File: src/rtl/rv_multicycle_ctrl.sv
`default_nettype none
// ============================================================================
// Module   : rv_multicycle_ctrl
// Brief    : Multi-cycle RV32I control FSM (FETCH/DECODE/EXEC/MEM/WB) with
//            req/ack memory handshake, wait-state timeout, stall and traps.
// Revision : 1.0 - initial release
// ============================================================================
module rv_multicycle_ctrl #(
    parameter int MEM_TIMEOUT = 16,
    parameter int ALUOP_W     = 2,
    parameter int RET_CNT_W   = 32
) (
    input  logic                 clk,
    input  logic                 rst_n,
    input  logic [31:0]          instr,
    input  logic                 mem_ack,
    input  logic                 branch_taken,
    input  logic                 stall,
    input  logic                 trap_clr,
    output logic                 mem_req,
    output logic                 mem_we,
    output logic                 mem_addr_sel,
    output logic                 ir_write,
    output logic                 pc_write,
    output logic [1:0]           pc_src,
    output logic                 alu_src_a,
    output logic                 alu_src_b,
    output logic [ALUOP_W-1:0]   alu_op,
    output logic                 reg_write,
    output logic [1:0]           mem_to_reg,
    output logic                 retire,
    output logic [RET_CNT_W-1:0] ret_count,
    output logic                 trap,
    output logic [1:0]           trap_cause
);

    localparam logic [2:0] c_S_RST    = 3'd0;
    localparam logic [2:0] c_S_FETCH  = 3'd1;
    localparam logic [2:0] c_S_DECODE = 3'd2;
    localparam logic [2:0] c_S_EXEC   = 3'd3;
    localparam logic [2:0] c_S_MEM    = 3'd4;
    localparam logic [2:0] c_S_WB     = 3'd5;
    localparam logic [2:0] c_S_TRAP   = 3'd6;

    localparam logic [4:0] c_OP_R      = 5'b01100;
    localparam logic [4:0] c_OP_I      = 5'b00100;
    localparam logic [4:0] c_OP_LOAD   = 5'b00000;
    localparam logic [4:0] c_OP_STORE  = 5'b01000;
    localparam logic [4:0] c_OP_BRANCH = 5'b11000;
    localparam logic [4:0] c_OP_JAL    = 5'b11011;
    localparam logic [4:0] c_OP_JALR   = 5'b11001;
    localparam logic [4:0] c_OP_AUIPC  = 5'b00101;
    localparam logic [4:0] c_OP_LUI    = 5'b01101;

    localparam logic [ALUOP_W-1:0] c_ALU_ADD    = ALUOP_W'(0);
    localparam logic [ALUOP_W-1:0] c_ALU_BRANCH = ALUOP_W'(1);
    localparam logic [ALUOP_W-1:0] c_ALU_FUNCT  = ALUOP_W'(2);
    localparam logic [ALUOP_W-1:0] c_ALU_PASSB  = ALUOP_W'(3);

    localparam logic [1:0] c_PC_PLUS4 = 2'b00;
    localparam logic [1:0] c_PC_TGT   = 2'b01;
    localparam logic [1:0] c_PC_JALR  = 2'b10;

    localparam int                c_TO_W    = (MEM_TIMEOUT > 1) ? $clog2(MEM_TIMEOUT) : 1;
    localparam logic [c_TO_W-1:0] c_TO_LAST = (MEM_TIMEOUT > 0) ? c_TO_W'(MEM_TIMEOUT - 1) : '0;

    logic [2:0]           r_state;
    logic [4:0]           r_cls;
    logic [c_TO_W-1:0]    r_tmo;
    logic [RET_CNT_W-1:0] r_cnt;
    logic [1:0]           r_cause;
    logic [2:0]           w_next;
    logic                 w_legal;
    logic                 w_tmo_hit;
    logic                 w_unused_instr;

    assign w_unused_instr = ^instr[31:7];
    assign w_legal   = (instr[1:0] == 2'b11) &&
                       (instr[6:2] inside {c_OP_R, c_OP_I, c_OP_LOAD, c_OP_STORE, c_OP_BRANCH,
                                           c_OP_JAL, c_OP_JALR, c_OP_AUIPC, c_OP_LUI});
    assign w_tmo_hit = (MEM_TIMEOUT != 0) && (r_tmo == c_TO_LAST);

    // An ack in the final allowed wait cycle takes priority over the timeout.
    always_comb begin
        w_next = r_state;
        case (r_state)
            c_S_RST:    w_next = c_S_FETCH;
            c_S_FETCH: begin
                if (mem_ack)        w_next = c_S_DECODE;
                else if (w_tmo_hit) w_next = c_S_TRAP;
            end
            c_S_DECODE: if (!stall) w_next = w_legal ? c_S_EXEC : c_S_TRAP;
            c_S_EXEC: begin
                if (!stall) begin
                    case (r_cls)
                        c_OP_LOAD, c_OP_STORE:            w_next = c_S_MEM;
                        c_OP_BRANCH, c_OP_JAL, c_OP_JALR: w_next = c_S_FETCH;
                        default:                          w_next = c_S_WB;
                    endcase
                end
            end
            c_S_MEM: begin
                if (mem_ack)        w_next = (r_cls == c_OP_STORE) ? c_S_FETCH : c_S_WB;
                else if (w_tmo_hit) w_next = c_S_TRAP;
            end
            c_S_WB:     if (!stall) w_next = c_S_FETCH;
            c_S_TRAP:   if (trap_clr) w_next = c_S_FETCH;
            default:    w_next = c_S_FETCH;
        endcase
    end

    // Handshake outputs come from state only; completion strobes qualify on ack/stall.
    always_comb begin
        mem_req      = 1'b0;
        mem_we       = 1'b0;
        mem_addr_sel = 1'b0;
        ir_write     = 1'b0;
        pc_write     = 1'b0;
        pc_src       = c_PC_PLUS4;
        alu_src_a    = 1'b0;
        alu_src_b    = 1'b0;
        alu_op       = c_ALU_ADD;
        reg_write    = 1'b0;
        mem_to_reg   = 2'b00;
        retire       = 1'b0;
        trap         = 1'b0;
        case (r_state)
            c_S_FETCH: begin
                mem_req  = 1'b1;
                ir_write = mem_ack;
            end
            c_S_EXEC: begin
                case (r_cls)
                    c_OP_R: alu_op = c_ALU_FUNCT;
                    c_OP_I: begin
                        alu_op    = c_ALU_FUNCT;
                        alu_src_b = 1'b1;
                    end
                    c_OP_LOAD, c_OP_STORE: alu_src_b = 1'b1;
                    c_OP_BRANCH: begin
                        alu_op   = c_ALU_BRANCH;
                        pc_write = !stall;
                        retire   = !stall;
                        pc_src   = branch_taken ? c_PC_TGT : c_PC_PLUS4;
                    end
                    c_OP_JAL, c_OP_JALR: begin
                        pc_write   = !stall;
                        reg_write  = !stall;
                        retire     = !stall;
                        mem_to_reg = 2'b10;
                        pc_src     = (r_cls == c_OP_JALR) ? c_PC_JALR : c_PC_TGT;
                    end
                    c_OP_AUIPC: begin
                        alu_src_a = 1'b1;
                        alu_src_b = 1'b1;
                    end
                    c_OP_LUI: begin
                        alu_op    = c_ALU_PASSB;
                        alu_src_b = 1'b1;
                    end
                    default: ;
                endcase
            end
            c_S_MEM: begin
                mem_req      = 1'b1;
                mem_addr_sel = 1'b1;
                mem_we       = (r_cls == c_OP_STORE);
                if (r_cls == c_OP_STORE) begin
                    pc_write = mem_ack;
                    retire   = mem_ack;
                end
            end
            c_S_WB: begin
                reg_write  = !stall;
                pc_write   = !stall;
                retire     = !stall;
                mem_to_reg = (r_cls == c_OP_LOAD) ? 2'b01 :
                             (r_cls == c_OP_LUI)  ? 2'b11 : 2'b00;
            end
            c_S_TRAP: trap = 1'b1;
            default: ;
        endcase
    end

    always_ff @(posedge clk or negedge rst_n) begin
        if (!rst_n) begin
            r_state <= c_S_RST;
            r_cls   <= 5'b0;
            r_tmo   <= '0;
            r_cnt   <= '0;
            r_cause <= 2'b00;
        end else begin
            r_state <= w_next;
            if (r_state == c_S_DECODE) r_cls <= instr[6:2];
            if ((r_state == c_S_FETCH || r_state == c_S_MEM) && w_next == r_state)
                r_tmo <= r_tmo + 1'b1;
            else
                r_tmo <= '0;
            if (retire) r_cnt <= r_cnt + 1'b1;
            if (w_next == c_S_TRAP && r_state == c_S_DECODE)
                r_cause <= 2'b01;
            else if (w_next == c_S_TRAP && (r_state == c_S_FETCH || r_state == c_S_MEM))
                r_cause <= 2'b10;
            else if (r_state == c_S_TRAP && trap_clr)
                r_cause <= 2'b00;
        end
    end

    assign ret_count  = r_cnt;
    assign trap_cause = r_cause;

endmodule
`default_nettype wire

File: config.mk
export PLATFORM = sky130hd
export DESIGN_NAME = rv_multicycle_ctrl
export DESIGN_NICKNAME = d
export VERILOG_FILES = /design/src/rtl/rv_multicycle_ctrl.sv
export SDC_FILE = /design/constraint.sdc
export NUM_CORES = 1
export LEC_CHECK = 0
export CELL_PAD_IN_SITES_DETAIL_PLACEMENT = 0
export CELL_PAD_IN_SITES_GLOBAL_PLACEMENT = 1
export CORE_MARGIN = 2
export CORE_UTILIZATION = 45
export CTS_BUF_LIST = sky130_fd_sc_hd__clkbuf_8 sky130_fd_sc_hd__clkbuf_16
export DETAILED_ROUTE_END_ITERATION = 7
export DONT_BUFFER_PORTS = 1
export PLACE_DENSITY = 0.75
export SLEW_MARGIN = 5
export SYNTH_ARGS = -nofsm -noshare
export SYNTH_HDL_FRONTEND = slang
export SYNTH_SLANG_ARGS = --single-unit
export TNS_END_PERCENT = 30
File: constraint.sdc
create_clock -name clk -period 4 [get_ports clk]
set_input_delay 0.8 -clock clk [delete_from_list [all_inputs] [get_ports clk]]
set_output_delay 0.8 -clock clk [all_outputs]
set_load 0.02 [all_outputs]
# Yosys cells after proc, flatten, opt, wreduce, memory -nomap -nowiden
# Index checks and enable logic that the tools add are counted.
# op_classes
n_mux	39
reduce_logical	17
n_eq_ne	26
add_sub_neg	2
# op_table
op	n
$add A32 B1 Y32 const B	1
$eq A5 B4 Y1 const B	6
$eq A5 B5 Y1 const B	6
$mux W3	9
$eq A5 B3 Y1 const B	4
$mux W2	9
$pmux W3 S6	1
$mux W1	13
$eq A3 B3 Y1 const B	4
$logic_not A5 Y1	2
$reduce_bool A9 Y1	1
$pmux W2 S2	2
$reduce_or A2 Y1	4
$eq A3 B2 Y1 const B	2
$pmux W2 S3	1
$pmux W3 S2	1
$logic_and A1 B1 Y1	5
$reduce_or A5 Y1	1
$add A4 B1 Y4 const B	1
$eq A4 B4 Y1 const B	1
$mux W4	1
$eq A3 B1 Y1 const B	1
$eq A3 B3 Y1	1
$pmux W1 S3	1
6 further kinds	6
# word_totals
wordCells	89
register_bits	46
out_inout_bits	50

# Longest topological paths before layout
# logic_depth
ltp_word	10
mapped_depth	7

# Worst setup path before layout
# No wires, ideal clock.
# synth_path
path_type	input to output
start	input port stall
end	output port retire
slack_ns	1.215
required_ns	3.200
arrival_time_ns	1.985
path_stages	3
path_buffers	1
cell_sequence	nand2b_1 > o21ai_0 > buf_4
# synth_via
elab_chain_len	3
# synth_rtl
item	line	rtl
from (decl)	18	input logic stall,
$logic_not A1 Y1 *	n/a	
$mux W1	n/a	
$pmux W1 S3 *	n/a	
to (decl)	31	output logic retire,
# Every way passes the cells marked *; elsewhere a longest branch is shown, timed or not.

# Worst setup path after layout
# layout_path
start	register r_state[2]
end	output port retire
# layout_via
elab_chain_len	2
elab_cells_between_ends	4
cone_classes	eq/ne (3); mux (1)
# layout_rtl
item	line	rtl
from (decl)	67	logic [2:0] r_state;
from (signal assigned)	187	r_state <= c_S_RST;
from (signal assigned)	193	r_state <= w_next;
$eq A3 B3 Y1 / $eq A3 B2 Y1 (equally long branches)	n/a	
$pmux W1 S3 *	n/a	
# Marked as above.

==> results.md <==
- Synth async-reset ratio: 100.0%
- Initial antenna violation count: 0
- Status: complete, no violations
- Vias/cell: 5.728
- RSZ-0062 raised after global routing: false
- Type of origin of the critical path: register
- Fillers: around 550
- GR Util All Layers: 18.01%
- Area grow syn2layout: 4.835%
- Die H: 79.08 microns
- CTS Root Cell: clkbuf_8
- Final antenna-violating net count: 0
- VDD IR max: just under 0.3 mV
- Most frequent cells after synthesis: 46 x dfrtp_1, 31 x xnor2_1, 19 x nand2_1
- Die ar.: 6253 sq um
- Critical path peak fanout: 15
- CTS Buffer Depth: 2
- Slowest cell on the critical path: dfrtp_1
- Number of distinct library cells after synthesis: 51
- Placer Congestion: about 0.79
- EDFF count, synth: 0
- Cts hold-fix bufs: 0
- Total grt overflow: 0
- YS warnings: 0
- H-tree levels: 2
- Synth top area share: 45.39%
- Syn Std Cell Area: 2536 sq um
- Core ar.: 5473 sq um
- Worst-Skew Late Latency: ~0.30 ns
- CP Data Required Time: 3.20 ns
- Top-count cell post-synth: dfrtp_1
- Post-synthesis sequential area ratio: 45.39%
- Layout cells sized above 1: 10.76%
- Ports: 88
- Cell Chain, Critical Path: nor3b_2 -> nand4_2 -> o21ai_1
- Max Cap Viol: 0
- Hold Vio Cnt, Final: 0
- # setup viols final: 0
- Synth area leader: dfrtp_1
- WHS: ~0.18 ns
- FP Rows: 27
- Top delay family on crit path: simple AND/OR/NAND/NOR gates
- Drt wl/cell: 15.70 microns
- Crit-path max cell delay: ~0.60 ns
- Post-synth net total: 293
- Slew Limit Fails: 0
- CTS tree: done
- Skew final: 0.008117 ns
- CTS Sinks: 46
- Die X: 79.08 microns
- DRC Markers: 0
- Net count, final: 290
- DPL Wire Length: approximately 3.6 mm
- Top FF cell, synth: dfrtp_1
- Largest net degree at the start of global routing: 47
- First-pass GRT wire length: 9.011 mm
- CP Buf/Inv Count: 0
- CTS buffer count: 5
- HP Class: in -> async
- Avg Inst Size Synth: 10.02 sq um
- Slew @ Worst Pin: 0.9432 ns
- DRT iter0 DRCs: 60
- Ant diodes: 0
- Max-slew headroom: 36.70%
- Mapped Cells: 253
- FMAX: between 300 and 400 MHz
- Finished Core Util: 48.58%
- Min Tclk post-route: slightly above 3 ns
- Port Buf Inserts: 0
- Endpoint class of the critical path: primary output
- Vias in the first global route: 1837
- Yosys reg bits: 46
- CTS clk-pin slew, worst paths: about 0.09 ns
- Total Wirelength: 5.071 mm
- Fin crit share: between 70% and 80%
- Leak: 1.044 nW
- Setup TNS Final: 0 ns
- CP Class: reg -> out
- Post-CTS setup buffer count: 0
- Drt first pass iters: 4
- Resized cells post-CTS: 0
- Pwr Density: 522.3 nW/um^2
- Vias: 1850
- Arr. time, crit path: 2.27 ns
- Initial Utilization: 46.34%
- Synth top area cells: dfrtp_1 45%, xnor2_1 11%, nand3_1 3.6%, nand2_1 2.8%, nor2_1 2.7%
==> state kept, by name (all words and copies together), names as in the netlist <==
name        count
r_tmo           4
trap_cause      2
r_cls           5
r_state         3
ret_count      32
==> routing by layer <==
layer	vias up	GRT usage [%]	routed length (microns)
li1	898	-	-
met1	908	23.25	2241
met2	40	29.32	2553
met3	4	5.455	239
met4	0	5.172	36
met5	-	0	0
==> through the flow <==
step,cells,setup WS [ns],total power [W],cell area [sq um]
final,323,0.9254,0.001389,2659
after global routing,323,0.7424,0.001496,2659
after CTS,323,0.9030,0.001411,2659
after detailed placement,315,1.245,0.001116,2566
after global placement,315,1.257,0.001113,2566
after floorplan,253,1.215,0.001051,2536
==> layout by cell type (no fill, tap or decap), types with 2 or more instances in the layout <==
cell and count:
a21oi_1 9, a22oi_1 2, a31oi_1 2, and3_1 6, and4_1 4, clkbuf_8 5, clkinvlp_4 2, dfrtp_1 46
ha_1 2, inv_1 6, mux2_2 5, mux2i_1 2, nand2_1 19, nand2b_1 7, nand3_1 18, nand4_1 8
nor2_1 18, nor2b_1 2, nor3b_1 4, nor3b_2 3, nor4_1 2, o2111ai_1 5, o211ai_1 4, o21ai_0 7
o21ai_1 5, or2_2 2, xnor2_1 31, xor2_1 2
==> where the power goes <==
group	switching [W]	internal (W)	leakage, nW
logic	0.000212	0.000157	0.391
registers	0.000193	0.000538	0.612
clock network	0.000164	0.000125	0.0408
total	0.000568	0.000820	1.04
==> worst paths after layout <==
kind	startpoint	to	slack [ns]	depth (start not counted)
max	r_state[2]$_DFF_PN0_	retire	0.93	3
min in group clk	r_tmo[0]$_DFF_PN0_	r_tmo[0]$_DFF_PN0_	0.47	1
max in group asynchronous	rst_n	r_tmo[1]$_DFF_PN0_	3.73	0
max reg2reg	r_state[2]$_DFF_PN0_	ret_count[1]$_DFFE_PN0P_	1.50	4
min	rst_n	ret_count[31]$_DFFE_PN0P_	0.18	0
min reg2reg	r_tmo[0]$_DFF_PN0_	r_tmo[0]$_DFF_PN0_	0.47	1
==> layout make-up <==
type	instances	area, sq um	share of cell area (%)
sequential	46	1151	43.29
tap	72	90.09	3.388
clock buffer	5	68.82	2.588
clock inverter	3	23.77	0.8941
multi-input combinational	190	1295	48.71
inverter	6	22.52	0.8471
timing repair buffer	1	7.507	0.2824
==> cells by family after synthesis <==
| logic type | Yosys count | synth area share [%] |
|---|---|---|
| multiplexers | 7 | 3.009 |
| buffers and inverters | 17 | 3.552 |
| XOR/XNOR | 33 | 11.40 |
| adder cells (fa/ha/maj) | 2 | 0.9865 |
| AO/OA/AOI/OAI | 43 | 11.74 |
| flip-flops | 46 | 45.39 |
| AND/OR/NAND/NOR | 105 | 23.93 |
==> worst register-to-register path, stage by stage, from the launching register on <==
cell,delay [ns]
dfrtp_1,0.60
nor3b_2,0.53
nand4_2,0.27
o21ai_1,0.58
mux2_2,0.41
No activity file was read; power rests on OpenSTA's default activity.
